<file path="config.mk">
export PLATFORM = sky130hd
export DESIGN_NAME = display_scan_ctrl
export DESIGN_NICKNAME = d
export VERILOG_FILES = /design/src/rtl/display_pkg.sv /design/src/rtl/display_scan_ctrl_slot_timer.sv /design/src/rtl/display_scan_ctrl.sv
export SDC_FILE = /design/constraint.sdc
export NUM_CORES = 1
export LEC_CHECK = 0
export CAP_MARGIN = 5
export CORE_UTILIZATION = 48
export CTS_CLUSTER_DIAMETER = 50
export DETAILED_ROUTE_END_ITERATION = 12
export PLACE_DENSITY = 0.8
export SYNTH_ARGS = -nofsm -noshare
export SYNTH_HDL_FRONTEND = slang
export SYNTH_HIERARCHICAL = 1
export SYNTH_SLANG_ARGS = --single-unit
</file>
<file path="constraint.sdc">
create_clock -name CLK -period 4.79 [get_ports CLK]
set_clock_uncertainty 0.2 [all_clocks]
set_input_delay 1.1975 -clock CLK [delete_from_list [all_inputs] [get_ports CLK]]
set_output_delay 1.1975 -clock CLK [all_outputs]
set_load 0.01 [all_outputs]
</file>
<file path="src/rtl/display_pkg.sv">
// Shared constants, scan-state type and digit-enable helper for the display scanner.
// SCAN_BLANK_EN adds the BLANK dead-time state between digits.
package display_pkg;

    localparam logic [7:0] LED_OFF    = 8'hFF;
    localparam logic [3:0] AN_OFF     = 4'b1111;
    localparam int         NUM_DIGITS = 4;

`ifdef SCAN_BLANK_EN
    typedef enum logic [1:0] {IDLE, SHOW, BLANK} scan_state_t;
`else
    typedef enum logic [1:0] {IDLE, SHOW} scan_state_t;
`endif

    // Digit 0 is the rightmost digit and drives AN[0] low.
    function automatic logic [3:0] an_for_digit(input logic [1:0] d);
        return ~(4'b0001 << d);
    endfunction

endpackage

</file>
<file path="src/rtl/display_scan_ctrl_slot_timer.sv">
// Loadable down-counter; done is high while the count sits at zero.
module slot_timer #(
    parameter int W = 16
) (
    input  logic         clk_i,
    input  logic         rst_i,
    input  logic         load_i,
    input  logic [W-1:0] value_i,
    output logic         done_o
);

    logic [W-1:0] cnt_q, cnt_d;

    always_comb begin
        cnt_d = cnt_q;
        if (load_i) begin
            cnt_d = value_i;
        end else if (cnt_q != '0) begin
            cnt_d = cnt_q - W'(1);
        end
    end

    always_ff @(posedge clk_i) begin
        if (rst_i) begin
            cnt_q <= '0;
        end else begin
            cnt_q <= cnt_d;
        end
    end

    assign done_o = (cnt_q == '0);

endmodule

</file>
<file path="src/rtl/display_scan_ctrl.sv">
// Time-multiplexed 4-digit seven-segment scanner with registered outputs.
// Define SCAN_BLANK_EN to insert BLANK_CYCLES of dead time between digits.
//
// state | meaning
// IDLE  | all digits off, waiting for En
// SHOW  | one digit lit with its segment snapshot for SLOT_CYCLES
// BLANK | all digits off for BLANK_CYCLES before the next digit
module display_scan_ctrl
    import display_pkg::*;
#(
    parameter int SLOT_CYCLES  = 50000,
    parameter int BLANK_CYCLES = 8
) (
    input  logic       CLK,
    input  logic       Reset,
    input  logic       En,
    input  logic [0:7] LED1,
    input  logic [0:7] LED2,
    input  logic [0:7] LED3,
    input  logic [0:7] LED4,
    output logic [0:7] SEG,
    output logic [3:0] AN,
    output logic [1:0] Digit,
    output logic       Frame
);

    localparam int MAX_CYC = (SLOT_CYCLES > BLANK_CYCLES) ? SLOT_CYCLES : BLANK_CYCLES;
    localparam int CNT_W   = $clog2(MAX_CYC + 1);
    localparam logic [CNT_W-1:0] SLOT_LOAD = CNT_W'(SLOT_CYCLES - 1);
`ifdef SCAN_BLANK_EN
    localparam logic [CNT_W-1:0] BLANK_LOAD = CNT_W'(BLANK_CYCLES - 1);
`endif

    scan_state_t state_q, state_d;
    logic [1:0]  digit_q, digit_d;
    logic [0:7]  seg_q, seg_d;
    logic [3:0]  an_q, an_d;
    logic        frame_q, frame_d;

    logic             tmr_load;
    logic [CNT_W-1:0] tmr_val;
    logic             tmr_done;
    logic [1:0]       show_digit;
    logic [0:7]       led_sel;
    logic             advance;
    logic             go_idle;

    slot_timer #(.W(CNT_W)) u_slot_timer (
        .clk_i   (CLK),
        .rst_i   (Reset),
        .load_i  (tmr_load),
        .value_i (tmr_val),
        .done_o  (tmr_done)
    );

    always_comb begin
        show_digit = (state_q == IDLE) ? 2'd0 : digit_q + 2'd1;
        case (show_digit)
            2'd0:    led_sel = LED4;
            2'd1:    led_sel = LED3;
            2'd2:    led_sel = LED2;
            default: led_sel = LED1;
        endcase
    end

    always_comb begin
        state_d  = state_q;
        digit_d  = digit_q;
        seg_d    = seg_q;
        an_d     = an_q;
        frame_d  = 1'b0;
        tmr_load = 1'b0;
        tmr_val  = SLOT_LOAD;
        advance  = 1'b0;
        go_idle  = 1'b0;

        case (state_q)
            IDLE: begin
                if (En) begin
                    state_d  = SHOW;
                    digit_d  = 2'd0;
                    seg_d    = led_sel;
                    an_d     = an_for_digit(2'd0);
                    tmr_load = 1'b1;
                end
            end
            SHOW: begin
                if (!En) begin
                    go_idle = 1'b1;
                end else if (tmr_done) begin
`ifdef SCAN_BLANK_EN
                    state_d  = BLANK;
                    seg_d    = LED_OFF;
                    an_d     = AN_OFF;
                    tmr_load = 1'b1;
                    tmr_val  = BLANK_LOAD;
`else
                    advance = 1'b1;
`endif
                end
            end
`ifdef SCAN_BLANK_EN
            BLANK: begin
                if (!En) begin
                    go_idle = 1'b1;
                end else if (tmr_done) begin
                    advance = 1'b1;
                end
            end
`endif
            default: go_idle = 1'b1;
        endcase

        if (advance) begin
            state_d  = SHOW;
            digit_d  = show_digit;
            seg_d    = led_sel;
            an_d     = an_for_digit(show_digit);
            frame_d  = (digit_q == 2'(NUM_DIGITS - 1));
            tmr_load = 1'b1;
            tmr_val  = SLOT_LOAD;
        end

        // Dropping En abandons the slot; the next IDLE->SHOW reloads the timer.
        if (go_idle) begin
            state_d = IDLE;
            digit_d = 2'd0;
            seg_d   = LED_OFF;
            an_d    = AN_OFF;
        end
    end

    always_ff @(posedge CLK) begin
        if (Reset) begin
            state_q <= IDLE;
            digit_q <= 2'd0;
            seg_q   <= LED_OFF;
            an_q    <= AN_OFF;
            frame_q <= 1'b0;
        end else begin
            state_q <= state_d;
            digit_q <= digit_d;
            seg_q   <= seg_d;
            an_q    <= an_d;
            frame_q <= frame_d;
        end
    end

    assign SEG   = seg_q;
    assign AN    = an_q;
    assign Digit = digit_q;
    assign Frame = frame_q;

endmodule

</file>
==> reports/summary.txt, run 1 <==
startpoint class of the critical path -> flip-flop
# hold bufs at CTS -> 0
total track usage -> 24.5%
Boundary Pins -> 50
cell area after synthesis -> 1820 um^2
IO Port Bufs -> 49
Int Power -> 0.000585 W
HPWL after detailed placement -> 3230 um
# DRC -> 0
clock-pin slew on the worst setup and hold paths -> 70 ps
clock group share of total power -> 29.7%
ys async rst share -> 0%
Post-DP Area -> 2380 um^2
Synth warnings -> 6
Synth top cells by count -> dfxtp_1, a21oi_1, o21ai_0
Starting Density -> 49.8%
Site Rows -> 22
maxcap violations -> 0
leakage -> 0.915 nW
gpl congestion -> 0.830
dominant cells by area after synthesis -> dfxtp_1, a21oi_1, o21ai_0
CP Capture Type -> flip-flop
DR vias -> 1,830
Req. time, crit path -> 4820 ps
largest net degree at the start of global routing -> 18
Rel. slew slack -> 39.4%
number of synthesized register bits -> 32
Seq/Total Area, Yosys -> 35.1%
first-pass GRT wire length -> 7730 um
remaining antenna violation count -> 0
Syn Area/Cell -> 8.52 um^2
full die area -> 4050 um^2
largest area contributor in the netlist -> dfxtp_1
crit path DAT -> 4040 ps
root buffer cell -> clkbuf_8
fin. max-slew vios -> 0
RSZ-0062 raised after global routing -> no
Vias/cell -> 5.63
global route overflow -> 0
fin nets -> 313
most common cell in the synthesized netlist -> dfxtp_1
final setup vio count -> 0
power per standard cell area -> 347 nW/um^2
final hold vios -> 0
sw power -> 0.000278 W
final WL -> 4630 um
Seq pwr share -> 38.8%
Clk Latency, worst-skew pair -> 280 ps
post-CTS setup buffer count -> 0
CTS tree -> yes
First-pass DRT Iterations -> 4
antenna cells -> 0
EDFF count, synth -> 0
combinational share of power -> 31.6%
fin area -> 2490 um^2
H-tree depth -> 2
Core Box Area -> 3660 um^2
Avg WL per Cell -> 14.2 um
Max Clk Rate -> 249 MHz
initial DRC count -> 139
Die Span Y -> 63.6 um
Yosys cell types -> 46
Tcrit/Tclk final -> 83.7%
total CTS buffers -> 5
initial antenna violation count -> 0
worst min path class -> flip-flop to flip-flop
status -> completed
share of the synthesized area in the top cell type -> 35.1%
die width -> 63.6 um
layout cell share with drive strength beyond 1 -> 7.22%
CTS Buffer Depth -> 2
Clock Sinks -> 32
fin crit period -> 4010 ps
worst slew pin tran -> 901 ps
CP Max Fanout -> 15
vias in the first global route -> 1,664
Top FF cell, synth -> dfxtp_1
TNS Setup -> 0 ps
VDD IR-drop max -> 0.210 mV
critical path type -> flip-flop to flip-flop
Area Growth Syn to Fin -> 36.4%
Sw Share -> 32.2%
PostCTS Resize Cnt -> 0
Mapped Cells -> 214
-- through the flow --
step                      utilization (%)  cells  setup WS, ps  hold WS (ps)  total power, W
after floorplan                         -    233          1200           312        0.000536
after global placement               65.0    317           990           276        0.000607
after detailed placement             65.0    317           837           274        0.000610
after CTS                            67.9    325           812           295        0.000866
after global routing                 67.9    325           479           314        0.000914
final                                67.9    325           781           291        0.000863
-- per-layer routing --
layer	routed length, um	vias up	share of wire, %	track usage [%]
li1	-	917	-	-
met1	2130	857	46	32.3
met2	2240	52	48	38.2
met3	203	4	4.4	4.89
met4	55	0	1.2	10.8
met5	0	-	0	0
-- kinds of logic after synthesis --
family / synth area share, %
AO/OA/AOI/OAI: 27.8
AND/OR/NAND/NOR: 21.0
flip-flops: 35.1
buffers and inverters: 5.01
XOR/XNOR: 4.32
multiplexers: 4.94
adder cells (fa/ha/maj): 1.37
other: 0.412
-- registers in the layout, summed over array words and instances, names as in the netlist --
name / flops
state_q: 1
SEG: 8
AN: 4
u_slot_timer/cnt_q: 16
Frame: 1
Digit: 2
-- placed cells by master (no fill, tap or decap), types with 5 or more instances in the layout --
master	synthesis	layout
nand2_1	18	18
conb_1	2	21
o32ai_1	8	8
nor3_1	8	8
a21oi_1	21	21
clkbuf_8	0	5
clkdlybuf4s50_1	0	49
xnor2_1	8	8
inv_1	5	5
o21ai_0	20	20
o311ai_1	8	8
mux2_1	5	5
nor2_1	8	8
dfxtp_1	32	32
-- final timing paths --
check	cells after the start	end	slack (ps)	startpoint
max reg2reg	13	u_slot_timer/cnt_q[15]	780	u_slot_timer/cnt_q[0]
min	2	SEG[7]	290	SEG[7]
min reg2reg	2	SEG[7]	290	SEG[7]
max	13	u_slot_timer/cnt_q[15]	780	u_slot_timer/cnt_q[0]
-- worst max-delay path, cell delays in order, from the launching register on --
cell	delay, ps
dfxtp_1	330
inv_1	80
ha_1	200
or3b_2	530
or4_4	590
nor2_1	310
nand2b_1	240
nand2_1	270
inv_1	410
nor2b_1	180
buf_4	220
nand2_1	90
a31oi_1	160
and3_1	160
-- power groups by stage --
| stage | clock, W | sequential (W) | combinational [W] |
|---|---|---|---|
| after floorplan | 0 | 0.000333 | 0.000202 |
| after detailed placement | 0 | 0.000340 | 0.000270 |
| final | 0.000256 | 0.000335 | 0.000272 |
| after global routing | 0.000271 | 0.000339 | 0.000304 |
| after global placement | 0 | 0.000339 | 0.000269 |
| after CTS | 0.000259 | 0.000334 | 0.000272 |
-- layout make-up --
| cell class | count | area [um^2] |
|---|---|---|
| fillers | 324 | 1170 |
| multi-input cells | 182 | 1160 |
| flip-flops and latches | 32 | 641 |
| repair buffers | 50 | 498 |
| clock buffers | 6 | 72.6 |
| well taps | 48 | 60.1 |
| clock inverters | 2 | 35.0 |
| inverters | 5 | 18.8 |
Note: power is estimated with default switching activity, not from simulation.
==> inputs of run 2 (changes only) <==
CORE_UTILIZATION = 43   (was 48)
PLACE_DENSITY = 0.76   (was 0.8)
clock period = 3.6 ns   (was 4.79 ns; I/O delays follow)
==> reports/summary.txt, run 2 (synthesis gave the netlist of run 1 again) <==
status -> completed
largest net degree at the start of global routing -> 18
fin crit period -> 3300 ps
final hold vios -> 0
fin area -> 2510 um^2
CP peak stage delay -> 590 ps
# hold bufs at CTS -> 0
worst min path class -> flip-flop to flip-flop
Util after Layout -> 62.4%
Max Clk Rate -> 303 MHz
global route overflow -> 0
initial antenna violation count -> 0
Die Span Y -> 67.1 um
layout cell share with drive strength beyond 1 -> 8.87%
RSZ-0062 raised after global routing -> no
Post-DP Area -> 2420 um^2
Site Rows -> 23
vias in the first global route -> 1,759
CP top delay family -> simple AND/OR/NAND/NOR gates
reg2reg setup slack -> 300 ps
Int Power -> 0.000735 W
Seq pwr share -> 40.5%
WP buf/inv -> 3
antenna cells -> 0
Tcrit/Tclk final -> 91.5%
remaining antenna violation count -> 0
Avg WL per Cell -> 14.4 um
total track usage -> 23.5%
fin nets -> 318
Clock Sinks -> 32
Vias/cell -> 5.55
combinational share of power -> 33.8%
critical path type -> flip-flop to flip-flop
full die area -> 4500 um^2
most frequent cells in the layout -> clkdlybuf4s50_1, dfxtp_1, a21oi_1, conb_1, o21ai_0
Sw Share -> 33.3%
CTS tree -> yes
max reg flops -> 16
CTS Buffer Depth -> 2
Rel. slew slack -> 28.2%
FF-to-FF End -> u_slot_timer/cnt_q[15]
IO Port Bufs -> 49
initial DRC count -> 81
# DRC -> 0
startpoint class of the critical path -> flip-flop
final WL -> 4780 um
clock group share of total power -> 25.6%
worst slew pin tran -> 1070 ps
Worst path depth -> 13
post-CTS setup buffer count -> 0
worst setup path startpoint -> u_slot_timer/cnt_q[0]
Pwr Total -> 0.00110 W
sw power -> 0.000367 W
DR vias -> 1,842
PostCTS Resize Cnt -> 0
fin cells -> 332
First-pass DRT Iterations -> 4
leakage -> 0.931 nW
root buffer cell -> clkbuf_8
Boundary Pins -> 50
worst r2r path cells -> 13
crit path DAT -> 3270 ps
Reg with most FFs -> u_slot_timer/cnt_q
Area Growth Syn to Fin -> 37.8%
clock-pin slew on the worst setup and hold paths -> 70 ps
Starting Density -> 45.2%
TNS Setup -> 0 ps
most common library cell in the layout ignoring fill and taps -> clkdlybuf4s50_1
final setup vio count -> 0
Core Box Area -> 4030 um^2
die width -> 67.1 um
gpl congestion -> 0.814
VDD IR-drop max -> 0.198 mV
first-pass GRT wire length -> 7990 um
CP Capture Type -> flip-flop
Clk Latency, worst-skew pair -> 280 ps
CP max-delay cell -> or4_4
HPWL after detailed placement -> 3490 um
CP Max Fanout -> 14
Req. time, crit path -> 3580 ps
Worst R2R Start -> u_slot_timer/cnt_q[0]
worst setup path endpoint -> u_slot_timer/cnt_q[15]
maxcap violations -> 0
fin. max-slew vios -> 0
H-tree depth -> 2
dpl cells -> 324
power per standard cell area -> 438 nW/um^2
CP Cell Sequence -> inv_1, ha_1, or3b_2, or4_4, nor2_1, nand2b_1, nand2_1, inv_1, buf_4, nor2_1, a21oi_1, a31oi_1, and3_1
total CTS buffers -> 5
run 2: changes by cell type in the layout (fill, tap and decap cells not counted):
cell and delta:
nor2b_1 -1, nor2b_2 +1, clkbuf_8 +1, clkbuf_1 +1, buf_4 +5, bufinv_16 -1, clkinv_2 -1
run 2: layout make-up:
| class | instances | area, um^2 |
|---|---|---|
| clock buffer | 8 | 90.1 |
| multi-input combinational | 182 | 1160 |
| sequential | 32 | 641 |
| timing repair buffer | 55 | 536 |
| fill | 384 | 1520 |
| tap | 50 | 62.6 |
| inverter | 5 | 18.8 |
run 2: layer usage:
metal	GRT usage (%)	share of wire [%]
met5	0	0
met4	9.04	1.2
met3	4.62	4.3
met2	38.5	50
met1	30.0	45
run 2: power groups by stage:
stage / sequential (W) / clock [W] / combinational (W)
3_5_place_dp: 0.000451 / 0 / 0.000369
6_report: 0.000447 / 0.000282 / 0.000373
2_1_floorplan: 0.000443 / 0 / 0.000269
4_1_cts: 0.000445 / 0.000292 / 0.000371
3_3_place_gp: 0.000450 / 0 / 0.000363
5_1_grt: 0.000452 / 0.000306 / 0.000410
run 2: metrics by stage:
step	worst slack [ps]	hold slack [ps]
5_1_grt	95.1	353
3_5_place_dp	229	295
4_1_cts	216	312
6_report	305	311
3_3_place_gp	357	288
2_1_floorplan	11.1	312
run 2: how the worst min path moves through the flow:
| stage | startpoint | endpoint | slack [ps] | depth (start not counted) |
|---|---|---|---|---|
| final | Digit[1] | Digit[1] | 310 | 2 |
| after detailed placement | Digit[1] | Digit[1] | 290 | 2 |
| after global placement | Digit[1] | Digit[1] | 290 | 2 |
| after global routing | AN[0] | AN[0] | 350 | 1 |
| after CTS | Digit[1] | Digit[1] | 310 | 2 |
| after floorplan | Digit[1] | Digit[1] | 310 | 2 |
run 2: worst min-delay path, delay by kind of cell, from the launching register on:
kind            cells  cell delay, ps
compound gates      2             130
flops               1             330
